<file path="src/rtl/icache_pkg.sv">
// -----------------------------------------------------------------------------
// icache_pkg
// Shared types and constants for the instruction cache.
//   ICACHE_SETS    : default number of direct-mapped frames
//   ICACHE_IDX_W   : index width derived from ICACHE_SETS
//   ICACHE_TAG_W   : tag width, address[31:2+IDX_W]
//   word_t         : 32-bit machine word
//   icachef_t      : fetch address split {tag, idx, bytoff} at the default size
//   icache_state_t : cache controller states {IDLE, FETCH}
// -----------------------------------------------------------------------------
package icache_pkg;

  localparam int ICACHE_SETS  = 16;
  localparam int ICACHE_IDX_W = $clog2(ICACHE_SETS);
  localparam int ICACHE_TAG_W = 30 - ICACHE_IDX_W;

  typedef logic [31:0] word_t;

  typedef struct packed {
    logic [ICACHE_TAG_W-1:0] tag;
    logic [ICACHE_IDX_W-1:0] idx;
    logic [1:0]              bytoff;
  } icachef_t;

  typedef enum logic {
    IDLE  = 1'b0,
    FETCH = 1'b1
  } icache_state_t;

endpackage

</file>
<file path="src/rtl/icache_if.sv">
// -----------------------------------------------------------------------------
// icache_if
// Bundles the datapath fetch port, the flush request and the memory
// controller instruction port of the instruction cache.
//   slave  : the cache's view (takes fetch requests, issues memory reads)
//   master : the environment's view (datapath + memory controller)
// Handshake: dp_imemREN is a level request; the cache answers with dp_ihit in
// the same cycle on a hit. Toward memory, iREN/iaddr are held steady until a
// cycle where iwait is low, and iload is valid in exactly that cycle.
// Optional macro ICACHE_STATS_EN adds hit_count / miss_count.
// -----------------------------------------------------------------------------
import icache_pkg::*;

interface icache_if;
  logic  dp_imemREN;
  word_t dp_imemaddr;
  logic  dp_ihit;
  word_t dp_imemload;
  logic  flush;
  logic  iREN;
  word_t iaddr;
  logic  iwait;
  word_t iload;
`ifdef ICACHE_STATS_EN
  logic [31:0] hit_count;
  logic [31:0] miss_count;

  modport slave (
    input  dp_imemREN, dp_imemaddr, flush, iwait, iload,
    output dp_ihit, dp_imemload, iREN, iaddr, hit_count, miss_count
  );
  modport master (
    output dp_imemREN, dp_imemaddr, flush, iwait, iload,
    input  dp_ihit, dp_imemload, iREN, iaddr, hit_count, miss_count
  );
`else
  modport slave (
    input  dp_imemREN, dp_imemaddr, flush, iwait, iload,
    output dp_ihit, dp_imemload, iREN, iaddr
  );
  modport master (
    output dp_imemREN, dp_imemaddr, flush, iwait, iload,
    input  dp_ihit, dp_imemload, iREN, iaddr
  );
`endif
endinterface

</file>
<file path="src/rtl/icache_frame_array.sv">
// -----------------------------------------------------------------------------
// icache_frame_array
// Valid/tag/data storage for a direct-mapped cache.
//   i_clk, i_rst_n : clock, async active-low reset (clears valid bits only)
//   i_flush        : invalidate every frame at the clock edge
//   i_ridx         : combinational read index -> o_rvalid/o_rtag/o_rdata
//   i_we, i_widx, i_wtag, i_wdata : single write port, marks frame valid
// A write in the same cycle as a flush leaves the written frame valid.
// -----------------------------------------------------------------------------
import icache_pkg::*;

module icache_frame_array #(
  parameter int SETS  = ICACHE_SETS,
  parameter int IDX_W = $clog2(SETS),
  parameter int TAG_W = 30 - IDX_W
) (
  input  logic             i_clk,
  input  logic             i_rst_n,
  input  logic             i_flush,
  input  logic [IDX_W-1:0] i_ridx,
  output logic             o_rvalid,
  output logic [TAG_W-1:0] o_rtag,
  output word_t            o_rdata,
  input  logic             i_we,
  input  logic [IDX_W-1:0] i_widx,
  input  logic [TAG_W-1:0] i_wtag,
  input  word_t            i_wdata
);

  logic [SETS-1:0]  r_valid;
  logic [TAG_W-1:0] r_tag  [SETS];
  word_t            r_data [SETS];

  // Later assignment wins: a fill overrides a same-cycle flush for its frame.
  always_ff @(posedge i_clk or negedge i_rst_n) begin
    if (!i_rst_n) begin
      r_valid <= '0;
    end else begin
      if (i_flush) r_valid <= '0;
      if (i_we)    r_valid[i_widx] <= 1'b1;
    end
  end

  // Tag and data contents are meaningless until valid, so they carry no reset.
  always_ff @(posedge i_clk) begin
    if (i_we) begin
      r_tag[i_widx]  <= i_wtag;
      r_data[i_widx] <= i_wdata;
    end
  end

  assign o_rvalid = r_valid[i_ridx];
  assign o_rtag   = r_tag[i_ridx];
  assign o_rdata  = r_data[i_ridx];

endmodule

</file>
<file path="src/rtl/icache.sv">
// -----------------------------------------------------------------------------
// icache
// Direct-mapped, one-word-per-block, read-only instruction cache.
//   CLK, nRST   : clock (rising edge), asynchronous active-low reset
//   bus         : icache_if.slave -- fetch port, flush, memory read port
//   o_dbg_state : current controller state (IDLE / FETCH)
// Hits are served combinationally in IDLE. A miss latches the word address,
// moves to FETCH and holds iREN/iaddr until iwait drops; the fill is written
// to the frame of the latched address regardless of what the datapath does
// meanwhile, and the following IDLE cycle hits if the address is unchanged.
// Optional macro ICACHE_STATS_EN adds saturating hit/miss counters on bus.
// -----------------------------------------------------------------------------
import icache_pkg::*;

module icache #(
  parameter int SETS = ICACHE_SETS
) (
  input  logic          CLK,
  input  logic          nRST,
  icache_if.slave       bus,
  output icache_state_t o_dbg_state
);

  localparam int IDX_W = $clog2(SETS);
  localparam int TAG_W = 30 - IDX_W;

  icache_state_t    r_state;
  word_t            r_miss_addr;
  logic             r_iren;

  logic [IDX_W-1:0] w_req_idx;
  logic [TAG_W-1:0] w_req_tag;
  logic             w_rvalid;
  logic [TAG_W-1:0] w_rtag;
  word_t            w_rdata;
  logic             w_hit;
  logic             w_miss;
  logic             w_fill;

  assign w_req_idx = bus.dp_imemaddr[1+IDX_W:2];
  assign w_req_tag = bus.dp_imemaddr[31:2+IDX_W];

  icache_frame_array #(
    .SETS  (SETS),
    .IDX_W (IDX_W),
    .TAG_W (TAG_W)
  ) u_frames (
    .i_clk    (CLK),
    .i_rst_n  (nRST),
    .i_flush  (bus.flush),
    .i_ridx   (w_req_idx),
    .o_rvalid (w_rvalid),
    .o_rtag   (w_rtag),
    .o_rdata  (w_rdata),
    .i_we     (w_fill),
    .i_widx   (r_miss_addr[1+IDX_W:2]),
    .i_wtag   (r_miss_addr[31:2+IDX_W]),
    .i_wdata  (bus.iload)
  );

  // A flush this cycle suppresses the hit, so the request becomes a miss.
  assign w_hit  = (r_state == IDLE) && bus.dp_imemREN && w_rvalid &&
                  (w_rtag == w_req_tag) && !bus.flush;
  assign w_miss = (r_state == IDLE) && bus.dp_imemREN && !w_hit;
  assign w_fill = (r_state == FETCH) && !bus.iwait;

  always_ff @(posedge CLK or negedge nRST) begin
    if (!nRST) begin
      r_state     <= IDLE;
      r_miss_addr <= '0;
      r_iren      <= 1'b0;
    end else begin
      case (r_state)
        IDLE: begin
          if (w_miss) begin
            r_miss_addr <= {bus.dp_imemaddr[31:2], 2'b00};
            r_iren      <= 1'b1;
            r_state     <= FETCH;
          end
        end
        FETCH: begin
          if (!bus.iwait) begin
            r_iren  <= 1'b0;
            r_state <= IDLE;
          end
        end
        default: begin
          r_iren  <= 1'b0;
          r_state <= IDLE;
        end
      endcase
    end
  end

  assign bus.dp_ihit     = w_hit;
  assign bus.dp_imemload = w_hit ? w_rdata : '0;
  assign bus.iREN        = r_iren;
  assign bus.iaddr       = r_miss_addr;
  assign o_dbg_state     = r_state;

`ifdef ICACHE_STATS_EN
  logic [31:0] r_hit_count;
  logic [31:0] r_miss_count;

  // Counters saturate and survive flush; only nRST clears them.
  always_ff @(posedge CLK or negedge nRST) begin
    if (!nRST) begin
      r_hit_count  <= '0;
      r_miss_count <= '0;
    end else begin
      if (w_hit && (r_hit_count != 32'hFFFF_FFFF))
        r_hit_count <= r_hit_count + 32'd1;
      if (w_miss && (r_miss_count != 32'hFFFF_FFFF))
        r_miss_count <= r_miss_count + 32'd1;
    end
  end

  assign bus.hit_count  = r_hit_count;
  assign bus.miss_count = r_miss_count;
`endif

endmodule

</file>
<file path="src/flat_wrapper.sv">
// flat-port wrapper written by rule: the top's interface ports become plain ports
module icache_flat 
#(
  parameter int SETS = ICACHE_SETS
)
  (CLK, nRST, o_dbg_state, bus_dp_imemREN, bus_dp_imemaddr, bus_flush, bus_iwait, bus_iload, bus_dp_ihit, bus_dp_imemload, bus_iREN, bus_iaddr);
  icache_if bus_i ();
  input  logic CLK;
  input  logic nRST;
  output icache_state_t o_dbg_state;
  input wire logic [$bits(bus_i.dp_imemREN)-1:0] bus_dp_imemREN;
  input wire logic [$bits(bus_i.dp_imemaddr)-1:0] bus_dp_imemaddr;
  input wire logic [$bits(bus_i.flush)-1:0] bus_flush;
  input wire logic [$bits(bus_i.iwait)-1:0] bus_iwait;
  input wire logic [$bits(bus_i.iload)-1:0] bus_iload;
  output wire logic [$bits(bus_i.dp_ihit)-1:0] bus_dp_ihit;
  output wire logic [$bits(bus_i.dp_imemload)-1:0] bus_dp_imemload;
  output wire logic [$bits(bus_i.iREN)-1:0] bus_iREN;
  output wire logic [$bits(bus_i.iaddr)-1:0] bus_iaddr;
  assign bus_i.dp_imemREN = bus_dp_imemREN;
  assign bus_i.dp_imemaddr = bus_dp_imemaddr;
  assign bus_i.flush = bus_flush;
  assign bus_i.iwait = bus_iwait;
  assign bus_i.iload = bus_iload;
  assign bus_dp_ihit = bus_i.dp_ihit;
  assign bus_dp_imemload = bus_i.dp_imemload;
  assign bus_iREN = bus_i.iREN;
  assign bus_iaddr = bus_i.iaddr;
  icache #(.SETS(SETS)) u_core (.CLK(CLK), .nRST(nRST), .bus(bus_i), .o_dbg_state(o_dbg_state));
endmodule
</file>
<file path="config.mk">
export PLATFORM = sky130hd
export DESIGN_NAME = icache_flat
export DESIGN_NICKNAME = d
export VERILOG_FILES = /design/src/rtl/icache_pkg.sv /design/src/rtl/icache_if.sv /design/src/rtl/icache_frame_array.sv /design/src/rtl/icache.sv /design/src/flat_wrapper.sv
export SDC_FILE = /design/constraint.sdc
export NUM_CORES = 1
export LEC_CHECK = 0
export CAP_MARGIN = 10
export CORE_MARGIN = 2
export CORE_UTILIZATION = 55
export CTS_CLUSTER_DIAMETER = 200
export DETAILED_ROUTE_END_ITERATION = 8
export GPL_ROUTABILITY_DRIVEN = 0
export PLACE_DENSITY = 0.76
export SYNTH_ARGS = -nofsm -noshare
export SYNTH_HDL_FRONTEND = slang
export SYNTH_HIERARCHICAL = 1
export SYNTH_SLANG_ARGS = --single-unit
</file>
<file path="constraint.sdc">
create_clock -name CLK -period 5.2 [get_ports CLK]
set_input_delay 1.04 -clock CLK [delete_from_list [all_inputs] [get_ports CLK]]
set_output_delay 1.04 -clock CLK [all_outputs]
set_load 0.02 [all_outputs]
</file>
* Word level (Yosys, flattened, before mapping)
Memories as Yosys holds them, arrays and structs flattened.
Index checks and enable logic that the tools add are counted.
** Storage, ports and cells
- Bits in registers :: 48
- Memory bits (writable) :: 928
- Bits of input ports :: 69
- Output and inout port bits :: 67
- Word-level logic and storage cells :: 41
- Memories kept :: 2
** Memories
- u_core.u_frames.r_data :: words 16, width 32, rd ports 1, clocked after memory_dff 0, wr ports 1, RTL line icache_frame_array.sv:32 : word_t r_data [SETS];
- u_core.u_frames.r_tag :: words 16, width 26, rd ports 1, clocked after memory_dff 0, wr ports 1, RTL line icache_frame_array.sv:31 : logic [TAG_W-1:0] r_tag [SETS];
** Cells by class
- $lt $le $gt $ge :: 3
- Eq/ne operators :: 3
- Mux-type cells :: 15
- Bitwise logic cells :: 2
- Reduce and logical (&&, ||, !) cells :: 12
** Operators by type and width (count)
- 16-bit 2-to-1 mux :: 2
- 32-bit 2-to-1 mux :: 1
- 26-bit equality test :: 1
- 16-bit bitwise OR :: 1
- 4-bit by 5-bit < comparator with 1-bit output (second input constant) :: 2
- 1-bit 2-to-1 mux :: 8
- 1-bit logical AND :: 7
- 1-bit binary-select mux with 4-bit select :: 1
- 1-bit demux with 4-bit select :: 1
- 4-bit by 1-bit >= comparator with 1-bit output (second input constant) :: 1
- 1-bit one-hot mux with 2 select lines :: 2
- 2-bit AND reduction :: 2
- 1-bit zero test :: 3
- 2-bit by 1-bit != test with 1-bit output (second input constant) :: 1
- 2-bit != test (second input constant) :: 1
- 1-bit NOT :: 1

* Longest topological paths before layout
Gate-level depths: netlist of the first run.
- Depth after elaboration :: 9
- Gate-level depth with buffers :: 12
- Gate-level depth less buffers :: 8

* Hierarchy
The synthesis of the first run kept the hierarchy.
** By module, submodules not included
- icache_frame_array :: times used 1, cells an instance 1481, area each 35321.4 um2, seq. area each 28267.1 um2
- icache :: times used 1, cells an instance 152, area each 1941.9 um2, seq. area each 800.8 um2

* Worst setup path before layout of the first run
No wires, ideal clock.
- Kind :: input to register
- Start point :: input bus_iwait
- End point :: memory u_core/u_frames/r_data[0][0] (netlist name) (enable)
- Setup time :: 0.548 ns
- Arrival time :: 5.756 ns
- Required time :: 4.652 ns
- Slack :: -1.104 ns
- Cell stages on the path :: 3
- Path buffers :: 0
- Path through :: nor2b_1 > or3b_2 > nor3_1
** Between the ends
- Longest elaborated chain between the ends :: 4
** RTL lines
- from (decl) :: RTL line flat_wrapper.sv:14 : input wire logic [$bits(bus_i.iwait)-1:0] bus_iwait;
- 1-bit zero test :: RTL line icache.sv:65 : assign w_fill = (r_state == FETCH) && !bus.iwait;
- 1-bit logical AND :: RTL line icache.sv:65
- 1-bit 2-to-1 mux :: RTL line icache_frame_array.sv:46 : if (i_we) begin
- 1-bit 2-to-1 mux (not written as such) :: RTL line icache_frame_array.sv:48 : r_data[i_widx] <= i_wdata;
- to (decl) :: RTL line icache_frame_array.sv:32
Every way passes these cells.

* Worst setup path in the final report of the first run
- Start point :: input bus_dp_imemaddr[2]
- End point :: output bus_dp_ihit
** Between the ends
- Elaborated cells on any way between the ends :: 7
- Classes of those cells :: 1 x eq/ne; 2 x mux; 3 x reduce/logical; 1 x memory
** RTL lines
- from (decl) :: RTL line flat_wrapper.sv:12 : input wire logic [$bits(bus_i.dp_imemaddr)-1:0] bus_dp_imemaddr;
- memory 16 x 26 bit
- via u_core.w_rtag[12] :: RTL line icache.sv:34 : logic [TAG_W-1:0] w_rtag;
- 26-bit equality test :: RTL line icache.sv:63 : (w_rtag == w_req_tag) && !bus.flush;
- 1-bit logical AND :: RTL line icache.sv:62 : assign w_hit = (r_state == IDLE) && bus.dp_imemREN && w_rvalid &&
- 1-bit logical AND :: RTL line icache.sv:63
- to (decl) :: RTL line flat_wrapper.sv:16 : output wire logic [$bits(bus_i.dp_ihit)-1:0] bus_dp_ihit;
The timed path passes the listed nets, and every way through them passes these cells. The select of a mux whose other input is x is not followed.

==> run metrics, run 1 <==
placed cells 2661; startpoint types primary input; DIE AREA 69800 um^2; Req. time, crit path 4.16 ns; sequential-to-total area share from yosys stat 0.780; PwrDens 398 nW/um^2; Seq pwr share 0.538; Core Box Area 67200 um^2; initial antenna violation count 3; layout cell share with drive strength beyond 1 0.295; Post-Synthesis Cells 1633; post-synthesis cell area 37300 um^2; Die W 264 um; flops & latches, synth 976; Final nets 1962; wirelength, routed 87500 um; CTS Buffer Depth 3; FMAX 198 MHz; largest net degree at the start of global routing 60; I/O pins 136; post-route minimum period 5.06 ns; Area growth syn-to-layout 17.1%; total gr overflow 0; via count 18400; fin cells 2846; Area contributors post-synth edfxtp_1 75%, mux4_2 14%, dfrtp_1 3.2%; Yosys top cell area share 0.748; Starting DRT DRC Count 2329; minimum hold slack 0.488 ns; clk_skew 0.0416 ns; P_int 0.0134 W; Worst Path Arrival 4.02 ns; met2 wire length 43100 um; commonest non-fill, non-tap cell in the layout edfxtp_1; Die Ht 264 um; hold_buf cts 0; later-pin clock latency in the skew report 0.67 ns; VDD IR max 292 uV; clk sink count 976; outcome finished clean; worst-margin pin slew 1.03 ns; Yosys warning count 6; metal3 WL 7890 um; Mean Syn Cell Area 22.8 um^2; Slew Viols, Final 0; Post-Route M1 WL 34400 um; Leakage 14.5 nW; initial core utilization 0.555; maximum fanout along the worst path 17; Logic pwr share 0.073; CP endpoint kind primary output; CTS Buf Count 95; IO Port Bufs 131; Wirelength per Cell 30.7 um; antenna viol nets, final 0; DRC errors left 0; post-synth top area cell edfxtp_1; GRT Total Usage 0.252; vias in the first global route 19100; Slew HR 0.314; RSZ-0062 raised after global routing no; clock root buffer clkbuf_16; max cap viols 0; HP Class reg2reg; global-route wire length before repair 127000 um; sw frac 0.226; commonest non-fill, non-tap cells in the layout 928 x edfxtp_1, 236 x mux4_2, 117 x a22oi_1, 97 x clkbuf_16, 93 x clkdlybuf4s50_1; period utilisation layout 0.972; sw power 0.00393 W; final hold violations 0; Vias/cell 6.48; Std-Cell Rows 95; H-Tree Depth 3; clock group share of total power 0.389; CTS clk-pin slew, worst paths 0.06 ns; post-synthesis cell type count 35; CTS tree yes; DRT Pass-1 Iters 5; Final setup viols 0; highest routed layer met5; WS Path Type in2out; post-DP HPWL 44400 um
-- layer usage --
layer / GRT usage / up-vias
met2: 0.401 / 1100
li1: - / 7422
met5: 0 / -
met1: 0.366 / 9773
met4: 0.0734 / 4
met3: 0.0445 / 141
-- kinds of logic (layout without fill, tap and decap cells) --
family / Yosys count / after routing / share of synthesized area
flops: 976 / 976 / 0.780
mux: 266 / 266 / 0.155
simple gates: 138 / 138 / 0.0190
compound gates: 136 / 136 / 0.0276
buf+inv: 90 / 428 / 0.0126
xor+xnor: 26 / 26 / 0.00611
other cells: 1 / 3 / 0.000101
-- synthesized netlist by cell type --
library cell / n
mux2_4: 28
and4bb_2: 1
edfxtp_1: 928
xor2_1: 23
buf_2: 31
buf_1: 6
a22oi_1: 118
nor4_2: 2
nor4_1: 4
nand2_1: 63
nand3_1: 2
buf_4: 2
o21ai_4: 1
o21ai_0: 1
mux2_2: 2
nor2b_1: 4
clkbuf_1: 41
buf_12: 3
nor3_2: 1
and2_1: 33
nand4_1: 2
conb_1: 1
dfrtp_1: 48
nand3b_1: 2
xnor2_1: 3
mux4_2: 236
nand2b_1: 2
nor2_1: 13
nand4b_1: 1
or3b_2: 1
nor3_1: 6
buf_6: 5
inv_1: 2
a21o_1: 16
nor4_4: 1
-- power groups by stage --
stage / clock [W] / sequential (W) / combinational, W
2_1_floorplan: 0 / 0.00946 / 0.000615
3_3_place_gp: 0 / 0.00945 / 0.00123
3_5_place_dp: 0 / 0.00950 / 0.00125
4_1_cts: 0.00685 / 0.00934 / 0.00126
5_1_grt: 0.00713 / 0.00938 / 0.00133
6_report: 0.00676 / 0.00934 / 0.00126
-- worst paths after layout --
kind	depth (start not counted)	slack, ns	start	to
max reg2reg	11	2.09	u_core/u_frames/r_tag[2][15]$_DFFE_PP_	u_core/bus.iaddr[26]$_DFFE_PN0P_
max in group asynchronous	2	4.16	nRST	u_core/bus.iaddr[2]$_DFFE_PN0P_
max	12	0.14	bus_dp_imemaddr[2]	bus_dp_ihit
min	1	0.49	u_core/u_frames/r_valid[8]$_DFF_PN0_	u_core/u_frames/r_valid[8]$_DFF_PN0_
min in group asynchronous	2	0.52	nRST	u_core/bus.iaddr[29]$_DFFE_PN0P_
min reg2reg	1	0.49	u_core/u_frames/r_valid[8]$_DFF_PN0_	u_core/u_frames/r_valid[8]$_DFF_PN0_
-- cell type report --
| cell class | instances | area, um^2 |
|---|---|---|
| Inverter | 2 | 7.51 |
| Antenna cell | 1 | 2.50 |
| Clock buffer | 129 | 2590 |
| Multi-Input combinational cell | 568 | 7900 |
| Sequential cell | 976 | 29100 |
| Tap cell | 873 | 1090 |
| Clock inverter | 47 | 492 |
| Fill cell | 4176 | 23500 |
| Timing Repair Buffer | 250 | 2500 |
-- state kept, by name, summed over array words and instances (netlist names) --
| name | cells |
|---|---|
| u_core/bus.iREN | 1 |
| u_core/bus.iaddr | 30 |
| u_core/o_dbg_state | 1 |
| u_core/u_frames/r_data | 512 |
| u_core/u_frames/r_tag | 416 |
| u_core/u_frames/r_valid | 16 |
-- per-stage QoR --
| stage | power (W) | util | setup TNS (ns) | setup WS (ns) | instance area [um^2] |
|---|---|---|---|---|---|
| 5_1_grt | 0.0178 | 0.650 | 0 | 0.0456 | 43700 |
| 2_1_floorplan | 0.0101 | - | 0 | 0.489 | 37300 |
| 6_report | 0.0174 | 0.650 | 0 | 0.145 | 43700 |
| 3_5_place_dp | 0.0107 | 0.605 | -7.27 | -0.250 | 40600 |
| 3_3_place_gp | 0.0107 | 0.605 | -5.34 | -0.175 | 40600 |
| 4_1_cts | 0.0175 | 0.650 | 0 | 0.0407 | 43700 |
-- timing repair --
item	CTS	global route
gates resized for setup	36	67
endpoints found under the setup margin	33	32
pin swaps	0	2
endpoints found under the hold margin	0	0
gates cloned	0	1
setup buffers	0	7
-- worst max-delay path, stage by stage --
cell           delay (ns)
buf_12               0.18
buf_12               0.21
mux4_2               0.52
a22oi_1              0.25
nand2_1              0.17
xor2_1               0.18
nor4_1               0.27
nand4_1              0.19
nor3_4               0.25
buf_12               0.16
clkbuf_16            0.20
dlygate4sd2_1        0.35
(Power assumes the default switching activity.)
==> run 2, diff against run 1 <==
--- a/config.mk
+++ b/config.mk
@@ -11,7 +11,9 @@
 export CTS_CLUSTER_DIAMETER = 200
 export DETAILED_ROUTE_END_ITERATION = 8
 export GPL_ROUTABILITY_DRIVEN = 0
+export HOLD_SLACK_MARGIN = 0.03
 export PLACE_DENSITY = 0.76
+export RECOVER_POWER = 25
 export SYNTH_ARGS = -nofsm -noshare
 export SYNTH_HDL_FRONTEND = slang
 export SYNTH_HIERARCHICAL = 1
==> run 2 against run 1 <==
  * The flow now finishes with violations (capacitance limit, slew limit)
  * Clock-buffer cell count did not move
  * Sequential share of layout area about the same
  * Clock power about the same
  * Critical path depth did not move
  * Worst setup slack gained 0.0044 ns
  * Hold slack barely moved
  * Highest routed layer unchanged
==> run metrics, run 2 (synthesis gave the netlist of run 1 again) <==
outcome finished with violations; failing checks capacitance limit, slew limit; I/O pins 136 (unchanged); Leakage 14.5 nW (about the same); Sum Neg Setup Slack 0 ns (unchanged); final hold violations 0 (unchanged); Logic pwr share 0.073 (about the same); initial antenna violation count 3 (unchanged); hold_buf cts 0 (unchanged); H-Tree Depth 3 (unchanged); antenna viol nets, final 0 (unchanged); Area growth syn-to-layout 17.1% (about the same); dpl cell area 40600 um^2 (unchanged); Slew HR -1.04 (-1.36); CP endpoint kind primary output; initial core utilization 0.555 (unchanged); largest net degree at the start of global routing 60 (unchanged); WS Path Type in2out; clk_skew 0.0409 ns (-0.000663 ns); clock group share of total power 0.390 (about the same); Wirelength per Cell 30.8 um (about the same); wirelength, routed 87500 um (about the same); final core occ 0.650 (about the same); worst-margin pin slew 3.07 ns (+2.04 ns); commonest non-fill, non-tap cell in the layout edfxtp_1; post-DP HPWL 44400 um (unchanged); sw frac 0.227 (about the same); later-pin clock latency in the skew report 0.67 ns (about the same); vias in the first global route 19100 (unchanged); Seq pwr share 0.538 (about the same); CTS clk-pin slew, worst paths 0.06 ns (about the same); layout cell share with drive strength beyond 1 0.294 (-0.000507); P_int 0.0134 W (about the same); Final setup viols 0 (unchanged); minimum hold slack 0.488 ns (+0.00000600 ns); VDD IR max 292 uV (-0.14%); DRT Pass-1 Iters 5 (unchanged); fillers 4176 (unchanged); WHS Path Cells 1 (unchanged); startpoint types primary input; CTS Buf Count 95 (unchanged); PwrDens 398 nW/um^2 (about the same); GRT Total Usage 0.252 (unchanged); Worst Path Arrival 4.01 ns (about the same); post-route minimum period 5.05 ns (-0.00444 ns); Vias/cell 6.47 (-0.20%); via count 18400 (-0.20%); Core Box Area 67200 um^2 (unchanged); period utilisation layout 0.971 (about the same); Slew Viols, Final 49 (+49); Die W 264 um (unchanged); worst reg2reg path depth 11 (unchanged); Die Ht 264 um (unchanged); RSZ-0062 raised after global routing no; DRC errors left 0 (unchanged); Req. time, crit path 4.16 ns (about the same); total gr overflow 0 (unchanged); CTS tree yes; IO Port Bufs 131 (unchanged); maximum fanout along the worst path 18 (+1); max reg flops 512 (unchanged); post-route cell area 43600 um^2 (about the same); overall power 0.0174 W (about the same); Starting DRT DRC Count 2340 (+0.47%); max cap viols 1 (+1); FMAX 198 MHz (about the same); HP Class reg2reg; R2R Setup Slk 2.09 ns (about the same); Std-Cell Rows 95 (unchanged); sw power 0.00393 W (+0.10%); DIE AREA 69800 um^2 (unchanged); global-route wire length before repair 127000 um (unchanged); clk sink count 976 (unchanged); Top reg by flops u_core/u_frames/r_data; Final nets 1962 (unchanged); CTS Buffer Depth 3 (unchanged); clock root buffer clkbuf_16; commonest non-fill, non-tap cells in the layout 928 x edfxtp_1, 236 x mux4_2, 117 x a22oi_1, 97 x clkbuf_16, 88 x clkdlybuf4s50_1
## run 2: final cells by class
class	count	area [um^2]	area share
multi-input cells	568	7900	0.181
clock inverters	47	492	0.0113
diodes	1	2.50	0.0000573
flip-flops and latches	976	29100	0.666
inverters	2	7.51	0.000172
well taps	873	1090	0.0250
clock buffers	129	2590	0.0593
repair buffers	250	2500	0.0572
## run 2: per-stage QoR
stage               cells  setup WS [ns]
floorplan            1634          0.489
global placement     2661         -0.175
detailed placement   2661         -0.250
CTS                  2837         0.0407
global route         2846         0.0456
finish               2846          0.149
## run 2: what timing repair did
item,4_1_cts,5_1_grt
setup endpoints to repair,33,32
gates cloned,0,1
setup buffers,0,7
pin swaps,0,2
resized for setup,36,67
## run 2: metal layers
metal	up-vias	track usage	share of wire
li1	7420	-	-
met5	-	0	0.00034
met4	4	0.0734	0.023
met3	140	0.0445	0.086
met1	9798	0.366	0.40
met2	1042	0.401	0.49
## run 2: path summary, 6_finish.rpt
check / startpoint / to
min in group asynchronous: nRST / u_core/bus.iaddr[29]$_DFFE_PN0P_
max: bus_dp_imemaddr[2] / bus_dp_ihit
max in group asynchronous: nRST / u_core/bus.iaddr[19]$_DFFE_PN0P_
max reg2reg: u_core/u_frames/r_tag[2][15]$_DFFE_PP_ / u_core/bus.iaddr[26]$_DFFE_PN0P_
min reg2reg: u_core/u_frames/r_valid[8]$_DFF_PN0_ / u_core/u_frames/r_valid[8]$_DFF_PN0_
min: u_core/u_frames/r_valid[8]$_DFF_PN0_ / u_core/u_frames/r_valid[8]$_DFF_PN0_
## run 2: worst max-delay path: stages
cell	delay, ns
buf_12	0.18
buf_16	0.20
mux4_2	0.53
a22oi_1	0.26
nand2_2	0.13
xor2_1	0.21
nor4_1	0.27
nand4_1	0.20
nor3_4	0.25
buf_12	0.16
clkbuf_16	0.20
dlygate4sd2_1	0.35
## run 2: power groups by stage
| stage | sequential [W] | combinational (W) | clock [W] |
|---|---|---|---|
| after floorplan | 0.00946 | 0.000615 | 0 |
| after global placement | 0.00945 | 0.00123 | 0 |
| after detailed placement | 0.00950 | 0.00125 | 0 |
| after CTS | 0.00934 | 0.00126 | 0.00685 |
| after global routing | 0.00938 | 0.00133 | 0.00713 |
| final | 0.00934 | 0.00126 | 0.00677 |
